## config.mk

```make
export PLATFORM = sky130hd
export DESIGN_NAME = operand_issuer
export DESIGN_NICKNAME = d
export VERILOG_FILES = /design/src/rtl/operand_issuer.sv
export SDC_FILE = /design/constraint.sdc
export NUM_CORES = 1
export LEC_CHECK = 0
export CORE_MARGIN = 2
export CORE_UTILIZATION = 50
export CTS_CLUSTER_DIAMETER = 30
export DETAILED_ROUTE_END_ITERATION = 7
export MAX_ROUTING_LAYER = met4
export PLACE_DENSITY = 0.75
export SETUP_SLACK_MARGIN = 0.1
export SYNTH_ARGS = -nofsm -noshare
export SYNTH_HDL_FRONTEND = slang
export SYNTH_SLANG_ARGS = --single-unit
```

## constraint.sdc

```tcl
create_clock -name clk -period 2.7 [get_ports clk]
set_input_delay 0.405 -clock clk [delete_from_list [all_inputs] [get_ports clk]]
set_output_delay 0.405 -clock clk [all_outputs]
set_load 0.02 [all_outputs]
```

## src/rtl/operand_issuer.sv

```systemverilog
// operand_issuer: queues operand pairs in a small FIFO and issues them one at a time to a
// downstream adder stage, capturing each result into a single-entry output register.
// Optional macro ISSUE_TIMEOUT_EN adds a WAIT-state watchdog that drops a stalled operation
// and raises the sticky err_timeout flag; without it err_timeout is constant 0.
module operand_issuer #(
   parameter int unsigned W       = 8,
   parameter int unsigned DEPTH   = 4,
   parameter int unsigned TIMEOUT = 7
) (
   input  logic         clk,
   input  logic         rst_n,
   input  logic         in_valid,
   output logic         in_ready,
   input  logic [W-1:0] in_a,
   input  logic [W-1:0] in_b,
   output logic         start,
   output logic [W-1:0] a,
   output logic [W-1:0] b,
   input  logic         res_valid,
   input  logic [W-1:0] res_y,
   output logic         out_valid,
   input  logic         out_ready,
   output logic [W-1:0] out_y,
   output logic         err_spurious,
   output logic         err_timeout
);

   localparam int unsigned AW = $clog2(DEPTH);
   localparam logic [AW:0] FullCount = DEPTH[AW:0];

   if (DEPTH < 2 || (DEPTH & (DEPTH - 1)) != 0) begin : g_bad_depth
      $error("DEPTH must be a power of two and at least 2");
   end
   if (TIMEOUT < 2) begin : g_bad_timeout
      $error("TIMEOUT must be at least 2");
   end

   typedef enum logic [1:0] {StIdle, StIssue, StWait} state_e;

   logic [W-1:0]  mem_a [DEPTH];
   logic [W-1:0]  mem_b [DEPTH];
   logic [AW-1:0] wr_ptr_q, rd_ptr_q;
   logic [AW:0]   count_q;
   logic          rdy_q;
   logic          full, empty, push, pop;

   state_e        state_q;
   logic          start_q, out_valid_q, err_spur_q;
   logic [W-1:0]  a_q, b_q, out_y_q;

   // No bypass: a full FIFO refuses a push even when the head pops this cycle.
   // rdy_q keeps in_ready low until the first edge after reset release.
   assign full     = (count_q == FullCount);
   assign empty    = (count_q == '0);
   assign in_ready = rdy_q & ~full;
   assign push     = in_valid & in_ready;
   assign pop      = (state_q == StIssue);

   // FIFO storage; contents need no reset since occupancy is tracked separately.
   always_ff @(posedge clk) begin
      if (push) begin
         mem_a[wr_ptr_q] <= in_a;
         mem_b[wr_ptr_q] <= in_b;
      end
   end

   // FIFO pointers and occupancy; pointers wrap naturally at DEPTH.
   always_ff @(posedge clk or negedge rst_n) begin
      if (!rst_n) begin
         wr_ptr_q <= '0;
         rd_ptr_q <= '0;
         count_q  <= '0;
         rdy_q    <= 1'b0;
      end else begin
         rdy_q <= 1'b1;
         if (push) wr_ptr_q <= wr_ptr_q + 1'b1;
         if (pop)  rd_ptr_q <= rd_ptr_q + 1'b1;
         unique case ({push, pop})
            2'b10:   count_q <= count_q + 1'b1;
            2'b01:   count_q <= count_q - 1'b1;
            default: count_q <= count_q;
         endcase
      end
   end

`ifdef ISSUE_TIMEOUT_EN
   localparam int unsigned CW = $clog2(TIMEOUT);
   logic [CW-1:0] wait_cnt_q;
   logic          err_to_q;
   assign err_timeout = err_to_q;
`else
   assign err_timeout = 1'b0;
`endif

   // Issue FSM with registered outputs; exactly one operation in flight at a time.
   always_ff @(posedge clk or negedge rst_n) begin
      if (!rst_n) begin
         state_q     <= StIdle;
         start_q     <= 1'b0;
         a_q         <= '0;
         b_q         <= '0;
         out_valid_q <= 1'b0;
         out_y_q     <= '0;
         err_spur_q  <= 1'b0;
`ifdef ISSUE_TIMEOUT_EN
         wait_cnt_q  <= '0;
         err_to_q    <= 1'b0;
`endif
      end else begin
         start_q <= 1'b0;
         if (res_valid && state_q != StWait) err_spur_q  <= 1'b1;
         if (out_valid_q && out_ready)       out_valid_q <= 1'b0;
         unique case (state_q)
            StIdle: begin
               // Issue only when the output slot is free or being drained this cycle.
               if (!empty && (!out_valid_q || out_ready)) begin
                  state_q <= StIssue;
                  start_q <= 1'b1;
                  a_q     <= mem_a[rd_ptr_q];
                  b_q     <= mem_b[rd_ptr_q];
               end
            end
            StIssue: begin
               state_q <= StWait;
`ifdef ISSUE_TIMEOUT_EN
               wait_cnt_q <= '0;
`endif
            end
            StWait: begin
               if (res_valid) begin
                  out_y_q     <= res_y;
                  out_valid_q <= 1'b1;
                  state_q     <= StIdle;
               end
`ifdef ISSUE_TIMEOUT_EN
               else if (wait_cnt_q == CW'(TIMEOUT - 1)) begin
                  err_to_q <= 1'b1;
                  state_q  <= StIdle;
               end else begin
                  wait_cnt_q <= wait_cnt_q + 1'b1;
               end
`endif
            end
            default: state_q <= StIdle;
         endcase
      end
   end

   assign start        = start_q;
   assign a            = a_q;
   assign b            = b_q;
   assign out_valid    = out_valid_q;
   assign out_y        = out_y_q;
   assign err_spurious = err_spur_q;

endmodule
```

# After elaboration in Yosys (flattened, before gate mapping)
# Memory sizes are Yosys's and may differ from the RTL's. A register that Yosys moved wholly into a read port is not among the register bits.
# Cells that the tools add are included.
[totals] reg_bits=21 latch_bits=0 mem_bits_rw=64 rom_bits=0 output_inout_bits=29 elab_cells=51 memories=2
[mem_list] name="mem_a" words=4 width=8 read_ports=1 rd_clocked_by_memory_dff=1 write_ports=1 line="40" rtl="logic [W-1:0] mem_a [DEPTH];"
[mem_list] name="mem_b" words=4 width=8 read_ports=1 rd_clocked_by_memory_dff=1 write_ports=1 line="41" rtl="logic [W-1:0] mem_b [DEPTH];"
[op_classes] addsub=4 mul=0 div_mod_pow=0 order_cmp=0 eq_ne=8 shifts=0 n_mux=11 bitwise_logic=3 n_reduce_logical=14
[op_table] op="two-way mux 1 bit" n=7
[op_table] op="!= test 2 bit (second input constant)" n=3
[op_table] op="one-hot mux 2 bit (3 select lines)" n=1
[op_table] op="one-hot mux 3 bit (2 select lines)" n=1
[op_table] op="AND reduction 2 bit" n=3
[op_table] op="adder 2 x 1 -> 2 bit (second input constant)" n=2
[op_table] op="== test 2 x 1 -> 1 bit (second input constant)" n=2
[op_table] op="== test 2 bit (second input constant)" n=2
[op_table] op="logical NOT 1 bit" n=4
[op_table] op="two-way mux 2 bit" n=2
[op_table] op="adder 3 x 1 -> 3 bit (second input constant)" n=1
[op_table] op="== test 3 bit (second input constant)" n=1
[op_table] op="logical AND 1 bit" n=3
[op_table] op="logical NOT 3 bit" n=1
[op_table] op="subtractor 3 x 1 -> 3 bit (second input constant)" n=1
[op_table] op="AND 1 bit" n=2
[op_table] op="logical NOT 2 bit" n=1
[op_table] op="nonzero test 2 bit" n=1
[op_table] op="logical OR 1 bit" n=1
[op_table] op="NOT 1 bit" n=1

# Depth between registers and ports, before layout
[depth] word_depth=6 ltp_mapped=9 depth_no_buf=9

# Least setup slack after synthesis
# Ideal clock, no wire load.
[synth_timing] path_type="register to register" start="reg count_q[0]" end="reg count_q[2]" setup_ns=0.080 t_arrival_ns=1.840 required_time_ns=2.620 setup_slack_ns=0.780 stages_incl_launch_ff=9 path_buffers=0 cell_sequence="dfrtp_1 -> o311a_2 -> inv_1 -> ha_1 -> inv_1 -> fa_1 -> xor2_1 -> nor2_1 -> xnor2_1"
[synth_between] elab_chain_cells=6 elab_cells_between_ends=10 classes_between="add/sub: 2; eq/ne: 3; mux: 1; bitwise: 3; reduce/logical: 1"
[synth_lines] item="start: declaration" line="43" rtl="logic [AW:0] count_q;"
[synth_lines] item="start signal: assignment" line="79" rtl="2'b10: count_q <= count_q + 1'b1;"
[synth_lines] item="start signal: assignment" line="80" rtl="2'b01: count_q <= count_q - 1'b1;"
[synth_lines] item="start signal: assignment" line="81" rtl="default: count_q <= count_q;"
[synth_lines] item="== test 3 bit" line="53" rtl="assign full = (count_q == FullCount);"
[synth_lines] item="NOT 1 bit" line="55" rtl="assign in_ready = rdy_q & ~full;"
[synth_lines] item="AND 1 bit" line="55"
[synth_lines] item="AND 1 bit" line="56" rtl="assign push = in_valid & in_ready;"
[synth_lines] item="== test 2 x 1 -> 1 bit / == test 2 bit (equally long branches)" line="78" rtl="unique case ({push, pop})"
[synth_lines] item="one-hot mux 3 bit (2 select lines) / nonzero test 2 bit (equally long branches)"
# Several ways; a longest one is shown, not always the timed one.
# A chain may end at the register's enable or synchronous reset.

# Worst setup path after layout
# Same ends and word-level chain as after synthesis.

==> qor.txt <==
Status = completed
Vias in the first global route = 1910
Critical Path Fanout Max = 7
Slew @ Worst Pin = 880 ps
Fillers = 554
WP data arrival = 2320 ps
PD cells = 1060 nW/um^2
Layout cells sized above 1 = 24.0%
Combinational share of power = 38.4%
Sink Count = 101
Final setup viols = 0
Layout Nets = 292
Routed len/inst = 16.9 um
Static leakage = 1.76 nW
# DRC = 0
Clk pwr share = 16.3%
Gate Count Post-Synth = 191
Initial core utilization = 50.8%
I/O Pins = 58
P_int = 3.46 mW
Min cycle time layout = 2040 ps
Worst hold path class = input pin to asynchronous set/reset pin
Post-Syn Area = 3890 sq um
P_sw = 1.55 mW
H-tree Lvls = 3
Net Sw Frac = 31.0%
Slew HR = 41.3%
RSZ-0062 raised after global routing = false
Global-route wire length before repair = 9890 um
GRT Total Usage = 16.5%
CTS tree = done
Fmax = 0.489 GHz
Syn_nets = 226
Postcts setup bufs = 0
Skew final = 8.97 ps
Synth area leader = edfxtp_1
Mapped Avg Cell Area = 20.4 sq um
HPWL Detailed = 3860 um
Post-synth cell types = 27
First-iteration detailed-routing DRC count = 109
ANT cells = 0
Crit Path Category = register to register
Worst-Skew Late Latency = 350 ps
Max Cap Violations = 0
Final Hold Vio Count = 0
Sequential power share = 45.3%
Routability cong. = 0.718
Sequential-to-total area share from yosys stat = 73.3%
Synth area leaders = edfxtp_1 49%, dfrtp_1 24%, mux4_2 9.3%, mux2_2 4.9%, mux2_4 3.1%
Clock root buffer = clkbuf_8
Grt total ovfl = 0
Slew Limit Fails = 0
CTS Buf Count = 9
Final period util = 75.7%
WL final = 6170 um
Setup TNS = 0 ps
Post_cts resized = 0
Vias per inst = 5.11
DRT Pass-1 Iters = 4
Tot Pwr = 5.01 mW
Width of the die = 92.2 um
Input/output buffers = 56
Setup crit start kind = register
Worst vdd ir = 0.469 mV
Core ar. = 7650 sq um
Initial antenna violation count = 0
Syn-to-layout area delta = 21.3%
# hold bufs at CTS = 0
Clock Pin Slew Worst Setup and Hold Paths = 90 ps
Proportion of netlist area held by the largest area contributor = 49.4%
Synth warnings = 0
Largest net degree at the start of global routing = 38
Count of state elements after synthesis = 101
CTS Buffer Depth = 2
Cell row count = 32
Worst r2r path cells = 8
Die height = 92.2 um
Vias = 1859
Worst endpoint required time = 2980 ps
Die area = 8500 sq um
Crit end category = register
Post-route ant nets = 0
## power by group through the flow
stage,clock (mW),sequential (mW),combinational (mW)
CTS,0.846,2.27,1.96
floorplan,0,2.46,1.16
finish,0.817,2.27,1.93
global route,0.899,2.32,2.08
global placement,0,2.29,1.91
detailed placement,0,2.30,1.96
## final timing paths
kind,start,endpoint,slack (ps)
worst max-delay path,count_q[0],count_q[2],660
worst min-delay path,rst_n,b[6],160
worst max register to register,count_q[0],count_q[2],660
worst min register to register,err_spurious,err_spurious,490
max in group asynchronous,rst_n,out_y[0],1980
min in group clk,err_spurious,err_spurious,490
## synthesized netlist by cell type
cell and number:
fa_1 1, o311a_2 1, buf_6 1, xnor2_1 5
a21o_1 1, a21boi_0 1, mux2i_1 1, buf_4 4
conb_1 2, mux2_2 17, o21ai_0 1, mux2_4 8
buf_12 1, dfrtp_1 37, nand2b_1 3, nor2_1 2
mux4_2 16, xor2_1 1, edfxtp_1 64, inv_1 10
clkbuf_1 1, nand2_1 1, and2_1 4, a2111o_1 1
nand3b_1 1, ha_1 5, and2b_1 1
## metrics by stage
step	setup slack, ps	util [%]	cell area, sq um	cells	hold slack [ps]
after floorplan	780	-	3890	191	109
after global routing	529	61.7	4720	364	216
after detailed placement	580	59.5	4550	348	476
after global placement	609	59.5	4550	348	448
final	656	61.7	4720	364	163
after CTS	641	61.7	4720	364	175
## sequential cells by signal, indices dropped and copies added (netlist names)
signal / count
mem_b: 32
a: 8
mem_a: 32
count_q: 3
rdy_q: 1
wr_ptr_q: 2
start: 1
out_y: 8
state_q: 2
b: 8
rd_ptr_q: 2
out_valid: 1
err_spurious: 1
## critical path, stage by stage, from the launching register on
cell and delay (ps):
dfrtp_1 420, o311a_2 480, inv_1 80, ha_1 170, inv_1 60, fa_1 370, xor2_1 150, nor2_1 120
xnor2_1 120
## layout make-up
type / instances / area, sq um / share of cell area, %
Clock buffer: 10 / 128 / 2.71
Timing Repair Buffer: 62 / 601 / 12.7
Tap cell: 102 / 128 / 2.71
Multi-Input combinational cell: 73 / 937 / 19.9
Clock inverter: 6 / 38.8 / 0.822
Inverter: 10 / 37.5 / 0.796
Sequential cell: 101 / 2850 / 60.4
## layer usage
layer	routed length [um]	global-route usage, %	part of all wire, %
met5	0	-	0
met4	121	8.58	2.0
met3	288	3.29	4.7
met2	3040	26.7	49
met1	2710	19.7	44
## logic make-up after synthesis
| group | synth area share [%] |
|---|---|
| buf+inv | 2.64 |
| mux | 17.5 |
| compound gates | 1.09 |
| fa+ha+maj | 2.12 |
| flops | 73.3 |
| simple gates | 1.80 |
| xor+xnor | 1.35 |
| other cells | 0.193 |
## layout by cell type (no fill, tap or decap), drive strengths merged, types with 2 or more instances in the layout
cell type | Yosys | routed
mux2 | 25 | 25
buf | 6 | 7
conb | 2 | 2
mux4 | 16 | 16
clkbuf | 1 | 10
inv | 10 | 11
and2 | 4 | 4
xnor2 | 5 | 5
dfrtp | 37 | 37
ha | 5 | 5
clkdlybuf4s50 | 0 | 55
nand2b | 3 | 3
edfxtp | 64 | 64
clkinv | 0 | 4
nor2 | 2 | 2
(Power assumes the default switching activity.)
